===== src/rtl/weight_ram_sched_if.sv =====
// Bundle of the weight RAM controller signals: the sweep control, the read
// and write requesters, and the single-port RAM itself.
// slave = the controller, master = the surrounding logic / RAM.
interface weight_ram_sched_if #(
  parameter int AW = 7,
  parameter int DW = 10
) ();
  logic          init_start;
  logic          busy;
  logic          init_done;
  logic          rd_req;
  logic [AW-1:0] rd_addr;
  logic          rd_ack;
  logic          rd_valid;
  logic [DW-1:0] rd_data;
  logic          wr_req;
  logic [AW-1:0] wr_addr;
  logic [DW-1:0] wr_data;
  logic          wr_ack;
  logic [AW-1:0] ram_addr;
  logic [DW-1:0] ram_d;
  logic          ram_we;
  logic [DW-1:0] ram_q;

  modport slave (
    input  init_start, rd_req, rd_addr, wr_req, wr_addr, wr_data, ram_q,
    output busy, init_done, rd_ack, rd_valid, rd_data, wr_ack,
           ram_addr, ram_d, ram_we
  );

  modport master (
    output init_start, rd_req, rd_addr, wr_req, wr_addr, wr_data, ram_q,
    input  busy, init_done, rd_ack, rd_valid, rd_data, wr_ack,
           ram_addr, ram_d, ram_we
  );
endinterface


===== src/rtl/weight_ram_sched.sv =====
// Weight RAM scheduler: runs an LFSR-driven initialisation sweep over all
// DEPTH entries on request and, between sweeps, arbitrates the single RAM
// port round-robin between a read and a write requester.
// Optional build macro WRAM_WRITE_CLAMP_EN: saturates requester write data to
// +/-WMAX (sweep data is never clamped).
module weight_ram_sched #(
  parameter int          DEPTH = 65,
  parameter int          AW    = 7,
  parameter int          DW    = 10,
`ifdef WRAM_WRITE_CLAMP_EN
  parameter int          WMAX  = 255,
`endif
  parameter logic [15:0] SEED  = 16'hACE1
) (
  input logic               Clock,
  input logic               Rst,
  weight_ram_sched_if.slave bus
);

  typedef enum logic [0:0] {IDLE = 1'b0, INIT = 1'b1} state_t;

  // An all-zero seed would lock the LFSR, so substitute 1.
  localparam logic [15:0]   SEED_EFF = (SEED == 16'h0000) ? 16'h0001 : SEED;
  localparam logic [AW-1:0] DEPTH_A  = AW'(DEPTH);
  localparam logic [AW-1:0] LAST_A   = AW'(DEPTH - 1);
  localparam logic [AW-1:0] ONE_A    = AW'(1);

  state_t        state_r, state_nxt_s;
  logic [AW-1:0] count_r;
  logic [15:0]   lfsr_r;
  logic          last_rd_r;     // 1 = most recent grant went to the reader
  logic          rd_valid_r;
  logic          rd_oob_r;
  logic          init_done_r;
  logic          grant_rd_s, grant_wr_s;
  logic          rd_oob_s, wr_oob_s;
  logic [DW-1:0] wr_value_s;

  // Galois LFSR, right shift, taps 16'hB400.
  function automatic logic [15:0] lfsr_step(input logic [15:0] v);
    logic [15:0] sh;
    sh = {1'b0, v[15:1]};
    if (v[0]) lfsr_step = sh ^ 16'hB400;
    else      lfsr_step = sh;
  endfunction

  // Sign-extend the low 7 LFSR bits into a weight in -64..63.
  function automatic logic [DW-1:0] sext7(input logic [15:0] v);
    sext7 = {{(DW-7){v[6]}}, v[6:0]};
  endfunction

`ifdef WRAM_WRITE_CLAMP_EN
  localparam logic signed [DW-1:0] POS_LIM = DW'(WMAX);
  localparam logic signed [DW-1:0] NEG_LIM = -POS_LIM;

  // Saturate a signed weight to the symmetric range -WMAX..+WMAX.
  function automatic logic [DW-1:0] clamp_w(input logic [DW-1:0] v);
    if ($signed(v) > POS_LIM)      clamp_w = POS_LIM;
    else if ($signed(v) < NEG_LIM) clamp_w = NEG_LIM;
    else                           clamp_w = v;
  endfunction

  assign wr_value_s = clamp_w(bus.wr_data);
`else
  assign wr_value_s = bus.wr_data;
`endif

  assign rd_oob_s = (bus.rd_addr >= DEPTH_A);
  assign wr_oob_s = (bus.wr_addr >= DEPTH_A);

  // Out-of-range reads return zero instead of whatever the RAM drives.
  assign bus.rd_data   = (rd_valid_r && !rd_oob_r) ? bus.ram_q : '0;
  assign bus.rd_valid  = rd_valid_r;
  assign bus.init_done = init_done_r;

  // Round-robin grant in IDLE; a sweep request blocks both requesters.
  always_comb begin
    grant_rd_s = 1'b0;
    grant_wr_s = 1'b0;
    if (state_r == IDLE && !bus.init_start) begin
      if (bus.rd_req && bus.wr_req) begin
        grant_rd_s = !last_rd_r;
        grant_wr_s = last_rd_r;
      end else begin
        grant_rd_s = bus.rd_req;
        grant_wr_s = bus.wr_req;
      end
    end else begin
      grant_rd_s = 1'b0;
      grant_wr_s = 1'b0;
    end
  end

  // FSM state register.
  always_ff @(posedge Clock or posedge Rst) begin
    if (Rst) state_r <= IDLE;
    else     state_r <= state_nxt_s;
  end

  // FSM next-state: a sweep lasts exactly DEPTH cycles.
  always_comb begin
    state_nxt_s = state_r;
    case (state_r)
      IDLE:    if (bus.init_start) state_nxt_s = INIT;
               else                state_nxt_s = IDLE;
      INIT:    if (count_r == LAST_A) state_nxt_s = IDLE;
               else                   state_nxt_s = INIT;
      default: state_nxt_s = IDLE;
    endcase
  end

  // FSM outputs: RAM port driven by the sweep or by the granted requester.
  always_comb begin
    bus.busy     = 1'b0;
    bus.rd_ack   = grant_rd_s;
    bus.wr_ack   = grant_wr_s;
    bus.ram_we   = 1'b0;
    bus.ram_addr = '0;
    bus.ram_d    = '0;
    case (state_r)
      INIT: begin
        bus.busy     = 1'b1;
        bus.ram_we   = 1'b1;
        bus.ram_addr = count_r;
        bus.ram_d    = sext7(lfsr_r);
      end
      IDLE: begin
        if (grant_rd_s) begin
          bus.ram_addr = bus.rd_addr;
        end else if (grant_wr_s) begin
          bus.ram_we   = !wr_oob_s;
          bus.ram_addr = bus.wr_addr;
          bus.ram_d    = wr_value_s;
        end else begin
          bus.ram_addr = '0;
        end
      end
      default: bus.busy = 1'b0;
    endcase
  end

  // Sweep counter, LFSR, arbitration history and read/done pulses.
  always_ff @(posedge Clock or posedge Rst) begin
    if (Rst) begin
      count_r     <= '0;
      lfsr_r      <= SEED_EFF;
      last_rd_r   <= 1'b0;
      rd_valid_r  <= 1'b0;
      rd_oob_r    <= 1'b0;
      init_done_r <= 1'b0;
    end else begin
      rd_valid_r  <= grant_rd_s;
      rd_oob_r    <= grant_rd_s && rd_oob_s;
      init_done_r <= (state_r == INIT) && (count_r == LAST_A);
      if (grant_rd_s || grant_wr_s) last_rd_r <= grant_rd_s;
      else                          last_rd_r <= last_rd_r;
      if (state_r == INIT) begin
        count_r <= count_r + ONE_A;
        lfsr_r  <= lfsr_step(lfsr_r);
      end else if (bus.init_start) begin
        count_r <= '0;
      end else begin
        count_r <= count_r;
      end
    end
  end

endmodule


===== src/flat_wrapper.sv =====
// flat-port wrapper written by rule: the top's interface ports become plain ports
module weight_ram_sched_flat 
#(
  parameter int          DEPTH = 65,
  parameter int          AW    = 7,
  parameter int          DW    = 10,

  parameter logic [15:0] SEED  = 16'hACE1
)
  (Clock, Rst, bus_init_start, bus_rd_req, bus_rd_addr, bus_wr_req, bus_wr_addr, bus_wr_data, bus_ram_q, bus_busy, bus_init_done, bus_rd_ack, bus_rd_valid, bus_rd_data, bus_wr_ack, bus_ram_addr, bus_ram_d, bus_ram_we);
  weight_ram_sched_if #(.AW(AW), .DW(DW)) bus_i ();
  input logic Clock;
  input logic Rst;
  input wire logic [$bits(bus_i.init_start)-1:0] bus_init_start;
  input wire logic [$bits(bus_i.rd_req)-1:0] bus_rd_req;
  input wire logic [$bits(bus_i.rd_addr)-1:0] bus_rd_addr;
  input wire logic [$bits(bus_i.wr_req)-1:0] bus_wr_req;
  input wire logic [$bits(bus_i.wr_addr)-1:0] bus_wr_addr;
  input wire logic [$bits(bus_i.wr_data)-1:0] bus_wr_data;
  input wire logic [$bits(bus_i.ram_q)-1:0] bus_ram_q;
  output wire logic [$bits(bus_i.busy)-1:0] bus_busy;
  output wire logic [$bits(bus_i.init_done)-1:0] bus_init_done;
  output wire logic [$bits(bus_i.rd_ack)-1:0] bus_rd_ack;
  output wire logic [$bits(bus_i.rd_valid)-1:0] bus_rd_valid;
  output wire logic [$bits(bus_i.rd_data)-1:0] bus_rd_data;
  output wire logic [$bits(bus_i.wr_ack)-1:0] bus_wr_ack;
  output wire logic [$bits(bus_i.ram_addr)-1:0] bus_ram_addr;
  output wire logic [$bits(bus_i.ram_d)-1:0] bus_ram_d;
  output wire logic [$bits(bus_i.ram_we)-1:0] bus_ram_we;
  assign bus_i.init_start = bus_init_start;
  assign bus_i.rd_req = bus_rd_req;
  assign bus_i.rd_addr = bus_rd_addr;
  assign bus_i.wr_req = bus_wr_req;
  assign bus_i.wr_addr = bus_wr_addr;
  assign bus_i.wr_data = bus_wr_data;
  assign bus_i.ram_q = bus_ram_q;
  assign bus_busy = bus_i.busy;
  assign bus_init_done = bus_i.init_done;
  assign bus_rd_ack = bus_i.rd_ack;
  assign bus_rd_valid = bus_i.rd_valid;
  assign bus_rd_data = bus_i.rd_data;
  assign bus_wr_ack = bus_i.wr_ack;
  assign bus_ram_addr = bus_i.ram_addr;
  assign bus_ram_d = bus_i.ram_d;
  assign bus_ram_we = bus_i.ram_we;
  weight_ram_sched #(.DEPTH(DEPTH), .AW(AW), .DW(DW), .SEED(SEED)) u_core (.Clock(Clock), .Rst(Rst), .bus(bus_i));
endmodule

===== config.mk =====
export PLATFORM = sky130hd
export DESIGN_NAME = weight_ram_sched_flat
export DESIGN_NICKNAME = d
export VERILOG_FILES = /design/src/rtl/weight_ram_sched_if.sv /design/src/rtl/weight_ram_sched.sv /design/src/flat_wrapper.sv
export SDC_FILE = /design/constraint.sdc
export NUM_CORES = 1
export LEC_CHECK = 0
export CAP_MARGIN = 15
export CORE_ASPECT_RATIO = 1.4
export CORE_UTILIZATION = 44
export CTS_CLUSTER_SIZE = 40
export DETAILED_ROUTE_END_ITERATION = 12
export PLACE_DENSITY = 0.86
export SETUP_SLACK_MARGIN = 0.02
export SKIP_CTS_REPAIR_TIMING = 1
export SLEW_MARGIN = 20
export SYNTH_ARGS = -nofsm -noshare
export SYNTH_HDL_FRONTEND = slang
export SYNTH_SLANG_ARGS = --single-unit

===== constraint.sdc =====
create_clock -name Clock -period 3.6 [get_ports Clock]
set_input_delay 0.9 -clock Clock [delete_from_list [all_inputs] [get_ports Clock]]
set_output_delay 0.9 -clock Clock [all_outputs]
set_load 0.03 [all_outputs]

## Yosys cells after proc, flatten, opt, wreduce, memory -nomap -nowiden

Cells that the tools add are included.

- $add $sub $neg: 1
- $lt $le $gt $ge: 2
- Equality and inequality tests: 1
- Mux-type cells: 21
- Bitwise operators: 2
- Reduce and logical (&&, ||, !) cells: 11

Operator list:

| operator | number |
|---|---|
| 2-to-1 mux 10 bit | 3 |
| 2-to-1 mux 7 bit | 4 |
| case mux 10 bit (2 select lines) | 1 |
| 2-to-1 mux 16 bit | 1 |
| >= comparator 7 bit (second input constant) | 2 |
| case mux 7 bit (2 select lines) | 1 |
| 2-to-1 mux 1 bit | 9 |
| adder 7 x 1 -> 7 bit (second input constant) | 1 |
| equality test 7 bit (second input constant) | 1 |
| logical AND 1 bit | 5 |
| logical NOT 1 bit | 4 |
| inverter 3 -> 4 bit | 1 |
| case mux 1 bit (2 select lines) | 2 |
| nonzero test 2 bit | 1 |
| logical OR 1 bit | 1 |
| inverter 1 bit | 1 |

- Register bits: 28
- Bits of input ports: 39
- Output and inout bits: 33
- Logic and storage cells: 45

## Depth between registers and ports, before layout

Gate-level depths: netlist (run 1).

- Depth after elaboration: 6
- Gate-level depth with buffers: 5
- Mapped depth without buffers: 5

## Worst setup path after synthesis (run 1)

OpenSTA, ideal clock, no wires.

- Kind: input to output
- Start: in bus_wr_addr[5]
- End: out bus_ram_we
- Data arrival time: 1,890 ps
- Data required time: 2,700 ps
- Setup slack: 810 ps
- Stages: 3
- Buffers on the path: 0
- Cells stage by stage: or4_1 > o31ai_1 > a21o_1

- Longest elaborated chain between the ends: 5

RTL lines:

| element | line | RTL |
|---|---|---|
| start: declaration | flat_wrapper.sv:18 | `input wire logic [$bits(bus_i.wr_addr)-1:0] bus_wr_addr;` |
| >= comparator 7 bit | weight_ram_sched.sv:69 | `assign wr_oob_s = (bus.wr_addr >= DEPTH_A);` |
| logical NOT 1 bit | weight_ram_sched.sv:131 | `bus.ram_we = !wr_oob_s;` |
| 2-to-1 mux 1 bit | weight_ram_sched.sv:130 | `end else if (grant_wr_s) begin` |
| 2-to-1 mux 1 bit | weight_ram_sched.sv:128 | `if (grant_rd_s) begin` |
| case mux 1 bit (2 select lines) | weight_ram_sched.sv:120 | `case (state_r)` |
| end: declaration | flat_wrapper.sv:29 | `output wire logic [$bits(bus_i.ram_we)-1:0] bus_ram_we;` |

Every way passes these cells.

## Worst setup path after layout (run 1)

Same ends and word-level chain as after synthesis.

==> results of run 1 <==
## cell type report
type,instances,area (um^2)
clock inverters,1,30.03
flip-flops and latches,28,710.7
well taps,39,48.80
inverters,3,11.26
repair buffers,75,705.7
fillers,240,900.9
multi-input cells,99,734.5
clock buffers,3,41.29
## worst min-delay path, delay by kind of cell, from the launching register on
family          cells  cell delay, ps
compound gates      1              50
flops               1             380
simple gates        1              70
## power by group
part	leakage (uW)	total, uW	switching, uW	internal (uW)
Combinational	0.000608	951	487	464
Clock	0.0000357	242	92.9	149
Sequential	0.000324	636	141	495
Total	0.000968	1830	721	1110
## layer usage
metal	global-route usage	vias to the layer above	share of wire
li1	-	652	-
met1	0.2233	631	0.39
met4	0.09910	0	0.018
met5	0	-	0
met3	0.03011	7	0.079
met2	0.3853	62	0.52
## metrics by stage
stage,power (uW),area (um^2),instances,utilization,worst slack [ps]
floorplan,1259,1504,139,-,809.8
global placement,1550,2211,244,0.6946,175.4
detailed placement,1596,2211,244,0.6946,190.0
CTS,1843,2282,248,0.7170,172.2
global route,1925,2282,248,0.7170,92.63
finish,1829,2282,248,0.7170,159.2
## Yosys cell counts, types with 4 or more instances
cell	instances	area, um^2
a22o_1	10	87.58
o21ai_0	4	20.02
mux2_2	13	146.4
a21oi_1	5	25.02
nor2_1	6	22.52
buf_2	5	25.02
a221o_1	7	70.07
nand2_1	5	18.77
and2_1	17	106.4
dfstp_2	8	210.2
dfrtp_1	20	500.5
## worst max path at each step
| stage | cells past startpoint | start | slack, ps | end |
|---|---|---|---|---|
| finish | 5 | bus_wr_addr[5] | 160 | bus_ram_we |
| floorplan | 3 | bus_wr_addr[5] | 810 | bus_ram_we |
| CTS | 5 | bus_wr_addr[5] | 170 | bus_ram_we |
| detailed placement | 5 | bus_wr_addr[5] | 190 | bus_ram_we |
| global route | 5 | bus_wr_addr[5] | 90 | bus_ram_we |
| global placement | 5 | bus_wr_addr[5] | 180 | bus_ram_we |
## state kept, by name (all words and copies together), names as in the netlist
register,flops
u_core.state_r,1
u_core.last_rd_r,1
u_core.bus.init_done,1
u_core.bus.rd_valid,1
u_core.lfsr_r,16
u_core.rd_oob_r,1
u_core.count_r,7
## kinds of logic (layout without fill, tap and decap cells)
logic type	after synthesis	count (layout)	share of synthesized area
buffers and inverters	12	82	0.03909
AOI/OAI and AO/OA	34	34	0.1755
DFF	28	28	0.4725
and+or+nand+nor	46	46	0.1747
muxes	14	14	0.1040
xor gates and xnor gates	3	3	0.01747
adders and majority gates	2	2	0.01664
==> qor.yml, run 1 <==
status:
  outcome: "complete, no violations"
flow_run:
  maxCapViolations: 0
setup_path:
  r2r_setup_slack_ps: 2070
  critPathTopFamily: "buffers and inverters"
  r2r_end: "u_core.lfsr_r[8]"
  worstPathArrival_ps: 2540
  crit_type: "in2out"
  worst-path-buf-inv: 2
  path_max_fanout: 2
  reg2reg_from: "u_core.state_r"
  start_kind: "input port"
  end_kind: "output port"
  reg2reg_depth: 2
  critPathSlowestCell: "or4_1"
  slowest_delay_ps: 540
  worstPathCellList: "clkdlybuf4s50_1 > or4_1 > o31ai_1 > a21o_1 > buf_12"
  crit_required_ps: 2700
grt:
  antenna_found_initial: 0
  grt_pass1_vias: 1385
  grt_overflow: 0
  grt_max_degree: 39
  grt_pass1_wl_mm: 5.830
  grtUsageTotal: 0.2085
synth:
  yosys_register_bits: 28
  postSynthCellCount: 139
  ys.flop_type: "dfrtp_1"
  synth-edff-count: 0
  synth_area_um2: 1504
  synthArstFlopShare: 1.000
  ys_seq_area_frac: 0.4725
  syn_nets: 180
  yosysUniqueCellTypes: 34
  synth.avg_cell_area_um2: 10.82
  yosysWarnings: 0
layout:
  layout.nets: 251
  n_antenna_cell: 0
  drive_gt1_frac: 0.2344
  layout_common_cells: "clkdlybuf4s50_1 (52), buf_4 (22), dfrtp_1 (20), and2_1 (17), mux2_2 (13)"
  final_common_cell: "clkdlybuf4s50_1"
  area.growth.synth_to_final_pct: 51.75
drt:
  antenna_left: 0
  first_pass_iters: 4
  vias: 1352
  drt-total-wl_mm: 3.660
  route.detailed.drc: 0
  drtIter0Drc: 40
  drt-wirelength-per-cell_um: 14.76
  vias_per_cell: 5.452
timing:
  drv_slew: 0
  hold_viol: 0
  grt_setup_unrepaired: "no"
  worstMarginPinSlew_ps: 904.3
  tns_ps: 0
  fin_crit_ps: 3441
  finalSetupViolCount: 0
  period_share: 0.9558
  finalHoldWorstSlack_ps: 497.6
  slew_headroom: 0.3934
  fmaxAchievable_mhz: 290.6
  clock_skew_ps: 2.050
worst_hold_path:
  whs_endpoint: "u_core.lfsr_r[13]"
  hold_path.class: "reg2reg"
  hp-start: "u_core.lfsr_r[13]"
  hold_path_depth: 2
placed_design:
  place_congestion: 0.7880
  hpwl_mm: 2.816
  port_buffers: 71
floorplan:
  dieArea_um2: 3659
  fp.dieH_um: 71.18
  core_um2: 3183
  fp-row-count: 24
  fp.dieW_um: 51.41
  pin_count: 72
  start_util: 0.4725
power_and_ir_drop:
  powerDensity_nw_per_um2: 801.2
  p_leak_uw: 0.0009685
  peakVddDrop_mv: 0.5488
clock_network:
  htreeDepth: 1
  clkTransAtPathRegs_ps: 90
  cts_tree: "yes"
  clock_path_buffers: 2
  cts_sinks: 28
  clk-insertion-delay-late_ps: 270
  cts_buffers: 3
  root_buffer: "clkbuf_8"
(Power assumes the default switching activity.)
==> inputs of run 2 (changes only) <==
Settings changed: CORE_MARGIN set to 1, GPL_ROUTABILITY_DRIVEN set to 0, RECOVER_POWER set to 100.
==> run 2 against run 1 <==
Sequential power about the same; highest routed layer unchanged; cell area is 1.3% lower; final cell count is the same; non-clock buffer count unchanged; count of clock-buffer cells in the layout unchanged; clock skew is essentially flat; register-to-register slack about the same; combinational power decreased by 2.3%; critical path depth stayed put.
==> qor.yml, run 2 (same netlist as run 1, synthesis figures left out) <==
timing:
  fmaxAchievable_mhz: 287.1
  slew_headroom: 0.3947
  finalSetupViolCount: 0
  worstMarginPinSlew_ps: 902.4
  fin_crit_ps: 3483
  hold_viol: 0
  finalWorstSetupSlack_ps: 117.2
  clock_skew_ps: 1.678
  drv_slew: 0
  grt_setup_unrepaired: "no"
  period_share: 0.9675
  tns_ps: 0
layout:
  area.growth.synth_to_final_pct: 49.83
  reg_top3: "u_core.lfsr_r (16), u_core.count_r (7)"
  layout_common_cells: "clkdlybuf4s50_1 (37), dfrtp_1 (20), and2_1 (17), buf_4 (17), dlygate4sd3_1 (15)"
  max_flop_register: "u_core.lfsr_r"
  drive_gt1_frac: 0.2297
  multi_input_area_um2: 734.5
  n_antenna_cell: 0
  layout.nets: 251
  fill_cells: 244
  seqCellArea_um2: 710.7
  largest_register_ffs: 16
  final_common_cell: "clkdlybuf4s50_1"
floorplan:
  pin_count: 72
  fp-row-count: 24
  fp.dieH_um: 71.18
  start_util: 0.4725
  fp.dieW_um: 51.41
  core_um2: 3183
  dieArea_um2: 3659
grt:
  grt_max_degree: 39
  antenna_found_initial: 0
  grtUsageTotal: 0.2085
  grt_overflow: 0
  grt_pass1_vias: 1385
  grt_pass1_wl_mm: 5.830
setup_path:
  endpoint: "bus_ram_we"
  start_kind: "input port"
  crit_type: "in2out"
  end_kind: "output port"
  worstPathArrival_ps: 2580
  cp-startpoint: "bus_wr_addr[5]"
  path_max_fanout: 2
  reg2reg_depth: 2
  r2r_setup_slack_ps: 2060
  r2r_end: "u_core.lfsr_r[8]"
  reg2reg_from: "u_core.state_r"
  crit_required_ps: 2700
drt:
  drt-wirelength-per-cell_um: 14.77
  vias: 1345
  wl_met1_mm: 1.427
  first_pass_iters: 4
  antenna_left: 0
  drtIter0Drc: 35
  top_layer: "met4"
  wl_met3_um: 271
  vias_per_cell: 5.423
  drt-total-wl_mm: 3.664
  route.met2.wl_mm: 1.900
  route.detailed.drc: 0
flow_run:
  maxCapViolations: 0
placed_design:
  hpwl_mm: 2.816
  port_buffers: 71
  pre_cts_ws_ps: 190.0
power_and_ir_drop:
  p_leak_uw: 0.0009956
  peakVddDrop_mv: 0.5477
  powerDensity_nw_per_um2: 801.7
clock_network:
  cts_sinks: 28
  clk-insertion-delay-late_ps: 270
  root_buffer: "clkbuf_8"
  htreeDepth: 1
  cts_buffers: 3
  clock_path_buffers: 2
  cts_tree: "yes"
  clkTransAtPathRegs_ps: 90
worst_hold_path:
  hold_path.class: "reg2reg"
status:
  outcome: "complete, no violations"
## run 2: worst max-delay path, stage by stage
cell and delay [ps]:
clkdlybuf4s50_1 430, or4_1 540, o31ai_1 320, a21o_1 180, clkbuf_2 200
## run 2: layout make-up
type / count / area share
inverters: 3 / 0.004997
flip-flops and latches: 28 / 0.3154
clock buffers: 3 / 0.01832
well taps: 39 / 0.02165
repair buffers: 75 / 0.3004
clock inverters: 1 / 0.01333
multi-input cells: 99 / 0.3259
## run 2: how the worst min path moves through the flow
stage                            from                 to  slack [ps]  cells after the start
global route         u_core.lfsr_r[8]   u_core.lfsr_r[8]         540                      1
finish              u_core.lfsr_r[13]  u_core.lfsr_r[13]         500                      2
floorplan           u_core.count_r[6]  u_core.count_r[6]         460                      1
CTS                 u_core.lfsr_r[13]  u_core.lfsr_r[13]         500                      2
detailed placement  u_core.lfsr_r[13]  u_core.lfsr_r[13]         490                      2
global placement     u_core.last_rd_r   u_core.last_rd_r         480                      1
## run 2: metrics by stage
step                      hold WS (ps)  total power (uW)  cell area (um^2)  utilization  cells
final                            497.2              1807              2253       0.7079    248
after global routing             541.2              1903              2253       0.7079    248
after detailed placement         489.5              1596              2211       0.6946    244
after floorplan                  459.8              1259              1504            -    139
after global placement           477.8              1550              2211       0.6946    244
after CTS                        503.3              1843              2282       0.7170    248
## run 2: power breakdown
| group | internal [uW] | switching (uW) | total, uW |
|---|---|---|---|
| Clock | 149 | 93.3 | 242 |
| Combinational | 444 | 485 | 929 |
| Sequential | 495 | 141 | 635 |
| Total | 1090 | 719 | 1810 |
## run 2: layer usage
metal,up-vias,GRT usage
met5,-,0
met4,0,0.09910
met3,7,0.03011
met2,56,0.3853
met1,628,0.2233
li1,654,-
